--- src/rtl/mips_memory_responder_pkg.sv ---
// Shared definitions for the mips memory responder:
// loader/run state encoding and the default I/O port address.
package mips_memory_responder_pkg;

    typedef enum logic [1:0] {
        LOAD    = 2'd0,
        RELEASE = 2'd1,
        RUN     = 2'd2
    } state_t;

    localparam logic [7:0] IO_ADDR_DEFAULT = 8'hFF;

endpackage

--- src/rtl/mips_memory_responder_if.sv ---
// Core byte bus, boot loader stream and I/O port of the memory responder.
// The responder is the slave; the core/loader/environment side is the master.
interface mips_memory_responder_if #(
    parameter int WIDTH = 8
);
    logic             memread;
    logic             memwrite;
    logic [WIDTH-1:0] adr;
    logic [WIDTH-1:0] writedata;
    logic [WIDTH-1:0] memdata;

    logic             ld_valid;
    logic [WIDTH-1:0] ld_data;
    logic             ld_last;
    logic             ld_ready;
    logic             cpu_rst;

    logic [WIDTH-1:0] io_in;
    logic [WIDTH-1:0] io_out;
    logic             io_strobe;

    modport master (
        output memread, memwrite, adr, writedata,
        output ld_valid, ld_data, ld_last,
        output io_in,
        input  memdata, ld_ready, cpu_rst, io_out, io_strobe
    );

    modport slave (
        input  memread, memwrite, adr, writedata,
        input  ld_valid, ld_data, ld_last,
        input  io_in,
        output memdata, ld_ready, cpu_rst, io_out, io_strobe
    );

endinterface

--- src/rtl/mips_memory_responder_io_sync2.sv ---
// Two-flop synchronizer for the asynchronous external input byte.
// Both stages clear to zero on reset.
module io_sync2 #(
    parameter int WIDTH = 8
) (
    input  logic             clk,
    input  logic             rst,
    input  logic [WIDTH-1:0] d,
    output logic [WIDTH-1:0] q
);

    logic [WIDTH-1:0] meta;

    always_ff @(posedge clk or posedge rst) begin
        if (rst) begin
            meta <= '0;
            q    <= '0;
        end else begin
            meta <= d;
            q    <= meta;
        end
    end

endmodule

--- src/rtl/mips_memory_responder.sv ---
// Unified instruction/data RAM for the 8-bit multicycle mips core, with a
// boot loader that fills RAM while the core is held in reset, and one I/O byte.
module mips_memory_responder
    import mips_memory_responder_pkg::*;
#(
    parameter int               WIDTH   = 8,
    parameter logic [WIDTH-1:0] IO_ADDR = WIDTH'(IO_ADDR_DEFAULT)
) (
    input  logic                       clk,
    input  logic                       rst,
    mips_memory_responder_if.slave     bus
);

    localparam int DEPTH = 2 ** WIDTH;

    state_t           state;
    logic [WIDTH-1:0] ld_addr;
    logic             cpu_rst_q;
    logic             ld_ready_q;
    logic [WIDTH-1:0] io_out_q;
    logic             io_strobe_q;
    logic [WIDTH-1:0] io_sync;
    logic [WIDTH-1:0] rd_data;

    logic [WIDTH-1:0] mem [DEPTH];

    logic             ld_fire;
    logic             io_hit;
    logic             run_wr;
    logic             ram_we;
    logic [WIDTH-1:0] ram_waddr;
    logic [WIDTH-1:0] ram_wdata;

    assign ld_fire = (state == LOAD) && bus.ld_valid;
    assign io_hit  = (bus.adr == IO_ADDR);
    assign run_wr  = (state == RUN) && bus.memwrite;

    // One RAM write port shared by the loader and the running core.
    always_comb begin
        ram_we    = 1'b0;
        ram_waddr = ld_addr;
        ram_wdata = bus.ld_data;
        if (ld_fire) begin
            ram_we = 1'b1;
        end else if (run_wr && !io_hit) begin
            ram_we    = 1'b1;
            ram_waddr = bus.adr;
            ram_wdata = bus.writedata;
        end
    end

    always_ff @(posedge clk) begin
        if (ram_we && !rst) begin
            mem[ram_waddr] <= ram_wdata;
        end
    end

    always_ff @(posedge clk or posedge rst) begin
        if (rst) begin
            state       <= LOAD;
            ld_addr     <= '0;
            cpu_rst_q   <= 1'b1;
            ld_ready_q  <= 1'b1;
            io_out_q    <= '0;
            io_strobe_q <= 1'b0;
        end else begin
            io_strobe_q <= 1'b0;
            case (state)
                LOAD: begin
                    if (bus.ld_valid) begin
                        ld_addr <= ld_addr + 1'b1;
                        // The loader stops short of the I/O address.
                        if (bus.ld_last || ld_addr == IO_ADDR - 1'b1) begin
                            state      <= RELEASE;
                            ld_ready_q <= 1'b0;
                        end
                    end
                end
                RELEASE: begin
                    state     <= RUN;
                    cpu_rst_q <= 1'b0;
                end
                RUN: begin
                    if (bus.memwrite && io_hit) begin
                        io_out_q    <= bus.writedata;
                        io_strobe_q <= 1'b1;
                    end
                end
                default: begin
                    state      <= LOAD;
                    cpu_rst_q  <= 1'b1;
                    ld_ready_q <= 1'b1;
                end
            endcase
        end
    end

    io_sync2 #(
        .WIDTH (WIDTH)
    ) u_io_sync2 (
        .clk (clk),
        .rst (rst),
        .d   (bus.io_in),
        .q   (io_sync)
    );

    // The core samples memdata in the cycle it raises memread.
    always_comb begin
        rd_data = '0;
        if (state == RUN && bus.memread) begin
            rd_data = io_hit ? io_sync : mem[bus.adr];
        end
    end

    assign bus.memdata   = rd_data;
    assign bus.ld_ready  = ld_ready_q;
    assign bus.cpu_rst   = cpu_rst_q;
    assign bus.io_out    = io_out_q;
    assign bus.io_strobe = io_strobe_q;

endmodule

--- src/flat_wrapper.sv ---
// flat-port wrapper written by rule: the top's interface ports become plain ports
module mips_memory_responder_flat import mips_memory_responder_pkg::*;
#(
    parameter int               WIDTH   = 8,
    parameter logic [WIDTH-1:0] IO_ADDR = WIDTH'(IO_ADDR_DEFAULT)
)
  (clk, rst, bus_memread, bus_memwrite, bus_adr, bus_writedata, bus_ld_valid, bus_ld_data, bus_ld_last, bus_io_in, bus_memdata, bus_ld_ready, bus_cpu_rst, bus_io_out, bus_io_strobe);
  mips_memory_responder_if #(.WIDTH(WIDTH)) bus_i ();
  input  logic clk;
  input  logic rst;
  input wire logic [$bits(bus_i.memread)-1:0] bus_memread;
  input wire logic [$bits(bus_i.memwrite)-1:0] bus_memwrite;
  input wire logic [$bits(bus_i.adr)-1:0] bus_adr;
  input wire logic [$bits(bus_i.writedata)-1:0] bus_writedata;
  input wire logic [$bits(bus_i.ld_valid)-1:0] bus_ld_valid;
  input wire logic [$bits(bus_i.ld_data)-1:0] bus_ld_data;
  input wire logic [$bits(bus_i.ld_last)-1:0] bus_ld_last;
  input wire logic [$bits(bus_i.io_in)-1:0] bus_io_in;
  output wire logic [$bits(bus_i.memdata)-1:0] bus_memdata;
  output wire logic [$bits(bus_i.ld_ready)-1:0] bus_ld_ready;
  output wire logic [$bits(bus_i.cpu_rst)-1:0] bus_cpu_rst;
  output wire logic [$bits(bus_i.io_out)-1:0] bus_io_out;
  output wire logic [$bits(bus_i.io_strobe)-1:0] bus_io_strobe;
  assign bus_i.memread = bus_memread;
  assign bus_i.memwrite = bus_memwrite;
  assign bus_i.adr = bus_adr;
  assign bus_i.writedata = bus_writedata;
  assign bus_i.ld_valid = bus_ld_valid;
  assign bus_i.ld_data = bus_ld_data;
  assign bus_i.ld_last = bus_ld_last;
  assign bus_i.io_in = bus_io_in;
  assign bus_memdata = bus_i.memdata;
  assign bus_ld_ready = bus_i.ld_ready;
  assign bus_cpu_rst = bus_i.cpu_rst;
  assign bus_io_out = bus_i.io_out;
  assign bus_io_strobe = bus_i.io_strobe;
  mips_memory_responder #(.WIDTH(WIDTH), .IO_ADDR(IO_ADDR)) u_core (.clk(clk), .rst(rst), .bus(bus_i));
endmodule
--- config.mk ---
export PLATFORM = sky130hd
export DESIGN_NAME = mips_memory_responder_flat
export DESIGN_NICKNAME = d
export VERILOG_FILES = /design/src/rtl/mips_memory_responder_pkg.sv /design/src/rtl/mips_memory_responder_if.sv /design/src/rtl/mips_memory_responder_io_sync2.sv /design/src/rtl/mips_memory_responder.sv /design/src/flat_wrapper.sv
export SDC_FILE = /design/constraint.sdc
export NUM_CORES = 2
export LEC_CHECK = 0
export CORE_MARGIN = 1.5
export CORE_UTILIZATION = 45
export DETAILED_ROUTE_END_ITERATION = 12
export MAX_ROUTING_LAYER = met4
export SYNTH_ARGS = -nofsm -noshare
export SYNTH_HDL_FRONTEND = slang
export SYNTH_SLANG_ARGS = --single-unit
export TNS_END_PERCENT = 100
--- constraint.sdc ---
create_clock -name clk -period 6.5 [get_ports clk]
set_input_delay 0.975 -clock clk [delete_from_list [all_inputs] [get_ports clk]]
set_output_delay 0.975 -clock clk [all_outputs]
set_load 0.01 [all_outputs]
==> impl_results.md <==
- Layout cells sized above 1: 24.4%
- Initial antenna violation count: 3
- Storage element area: between 60000 and 70000 sq um
- RSZ-0062 raised after global routing: no
- Crit start category: input port
- Top Ports: 57
- Setup-failing EPs final: 0
- Setup Fix Bufs, Post-CTS: 0
- Vias in the first global route: 40438
- Average size of a mapped cell: approximately 21 sq um
- Total die area: 184000 sq um
- Clk_lat worst skew: 0.86 ns
- Non-filler cells, final: ~6700
- Final WL: 213 mm
- Area grow syn2layout: 13.6%
- Fin crit period: 6.34 ns
- Share of flip-flops with an asynchronous set or reset: between 1.5 and 2%
- Critical Path AT: 5.37 ns
- Syn_nets: between 3000 and 4000
- Hold_sp: u_core.u_io_sync2.meta[1]$_DFF_PP0_
- Crit Reg-Reg Startpoint: u_core.state[0]$_DFFE_PP0P_
- Reg2reg end: u_core.mem[109][3]$_DFFE_PP_
- Drt initial violations: 5161
- Final Hold Fails: 0
- Vias per inst: 6.02
- PwrDens: 317 nW/um^2
- Synth Instances: approximately 4000
- Total power: 29.4 mW
- Hold Path Stages: 0
- Clk root buf: clkbuf_16
- DIE WIDTH: roughly 430 microns
- Area taken by multi-input logic gates: 18000 sq um
- Synthesized cell area: 81600 sq um
- Layout Utilization: between 50% and 60%
- Clock Tree Buf Depth: 3
- First-pass GRT wire length: 302 mm
- I/O Buffers: 56
- Predominant post-synthesis flop cell: edfxtp_1
- Hold EP: u_core.u_io_sync2.q[1]$_DFF_PP0_
- Placed cell area: ~86000 sq um
- Fmax: 158 MHz
- Clock-pin slew on the worst setup and hold paths: around 0.070 ns
- Max-cap viol count: 0
- Placed insts: 6322
- Post-synthesis sequential area ratio: 76.5%
- CTS tree: yes
- Status: finished, final reports clean
- Length of the first detailed-routing pass in iterations: 5
- Initial core utilization: 45.2%
- Wire length per cell: 31.7 microns
- Reg2reg path depth: 8
- Global-route usage over all layers: a little under a quarter
- Slew @ Worst Pin: between 1 and 1.5 ns
- Post-CTS Resized: 0
- Total congestion overflow: 0
- Yosys warning count: 0
- Routability cong.: 0.937
- Critical path type: in -> out
- CTS sink count: 2085
- Synth Register Bits: 2085
- Fin Setup TNS: 0 ns
- Routed Antenna Nets: 0
- TritonCTS buffer count: 204
- Nets: roughly 4200
- VDD IR-drop max: 0.252 mV
- Rel. slew slack: 14.4%
- # DRC: 0
- Final Max Tran Viols: 0
- H-tree levels: 4
- Area of the core: 181000 sq um
- Clk_skew: 0.0389 ns
- # rows: about 160
- Hold Path Class: reg -> reg
- Worst setup EP type: output pin
- CTS Hold Bufs: 0
- Commonest non-fill, non-tap cell in the layout: edfxtp_1
- R2R Setup Slk: approximately 1.7 ns
- Unique masters post-synth: about 60
- Filler cell count: ~14000
- Crit share post-route: 97.6%
- Worst Path Required: 5.52 ns
- Top fanout value on the critical path: 16
- Most frequent cells in the layout: edfxtp_1, mux4_2, nor2_1
- Non-Filler Cell Area, Final: 92700 sq um
- Detailed-route via count: about 40000
- Post-synth EDFFs: 2048
- Chip Height: 429 microns
- Hpwl dp: 135 mm
- Lkg Pwr: just under 30 nW
- Largest net degree at the start of global routing: a little under 200
==> registers in the layout (all words and copies together) (netlist names) <==
| name | count |
|---|---|
| u_core.bus.ld_ready | 1 |
| u_core.u_io_sync2.meta | 8 |
| u_core.bus.io_out | 8 |
| u_core.bus.cpu_rst | 1 |
| u_core.ld_addr | 8 |
| u_core.mem | 2048 |
| u_core.bus.io_strobe | 1 |
| u_core.state | 2 |
| u_core.u_io_sync2.q | 8 |
==> synth_stat cells, types with 34 or more instances <==
| library cell | instances | share of area (%) |
|---|---|---|
| nand2_1 | 104 | 0.48 |
| a211oi_1 | 34 | 0.31 |
| mux4_2 | 481 | 13 |
| mux2i_1 | 236 | 2.9 |
| o21ai_0 | 68 | 0.42 |
| nor2_1 | 300 | 1.4 |
| clkbuf_1 | 76 | 0.35 |
| nand3_1 | 41 | 0.25 |
| edfxtp_1 | 2048 | 75 |
| buf_2 | 83 | 0.51 |
| buf_4 | 37 | 0.34 |
| dfrtp_1 | 35 | 1.1 |
==> how the worst max path moves through the flow <==
stage / depth (start not counted) / startpoint / endpoint / slack (ns)
3_5_place_dp: 10 / bus_adr[0] / bus_memdata[0] / 0.34
5_1_grt: 7 / bus_adr[5] / bus_memdata[7] / 0.18
3_3_place_gp: 10 / bus_adr[0] / bus_memdata[0] / 0.25
2_1_floorplan: 8 / bus_adr[0] / u_core.mem[0][0]$_DFFE_PP_ / 0.44
6_report: 7 / bus_adr[5] / bus_memdata[7] / 0.16
4_1_cts: 7 / bus_adr[5] / bus_memdata[7] / 0.33
==> cell families after synthesis <==
logic type                 synth area share [%]
AOI/OAI and AO/OA                          2.57
and+or+nand+nor                            2.76
DFF                                        76.5
buffers and inverters                      1.57
adders and majority gates                 0.107
muxes                                      16.4
xor gates and xnor gates                 0.0751
==> power breakdown <==
group,switching (mW),internal [mW],leakage (nW)
Sequential,0.0688,15.4,18.9
Clock,5.07,6.39,3.15
Combinational,1.83,0.697,7.30
==> layer usage <==
| metal | vias to the layer above | track usage [%] | routed length (microns) |
|---|---|---|---|
| met3 | 358 | 3.85 | 15700 |
| met2 | 1781 | 35.3 | 99300 |
| met1 | 21516 | 33.5 | 89300 |
| li1 | 16651 | - | - |
| met5 | - | - | 0 |
| met4 | 0 | 8.82 | 8270 |
==> worst max-delay path, stage by stage <==
cell and delay (ns):
clkdlybuf4s50_1 0.84, nor2b_1 0.24, nand2_1 0.78, o22ai_1 0.84, nor3_1 0.20, o31ai_1 0.78, clkdlybuf4s50_1 0.69
==> metrics by stage <==
stage                     setup slack (ns)  hold slack (ns)
after global routing                 0.178            0.354
after global placement               0.252            0.335
final                                0.158            0.342
after floorplan                      0.440            0.331
after CTS                            0.335            0.337
after detailed placement             0.338            0.336
==> cell type report <==
class / instances / share of cell area [%]
Inverter: 9 / 0.0445
Antenna cell: 1 / 0.00270
Tap cell: 2370 / 3.20
Clock buffer: 259 / 5.84
Sequential cell: 2085 / 67.3
Clock inverter: 116 / 1.14
Multi-Input combinational cell: 1574 / 19.4
Timing Repair Buffer: 284 / 3.03
Power figures use the tool's default switching activity.
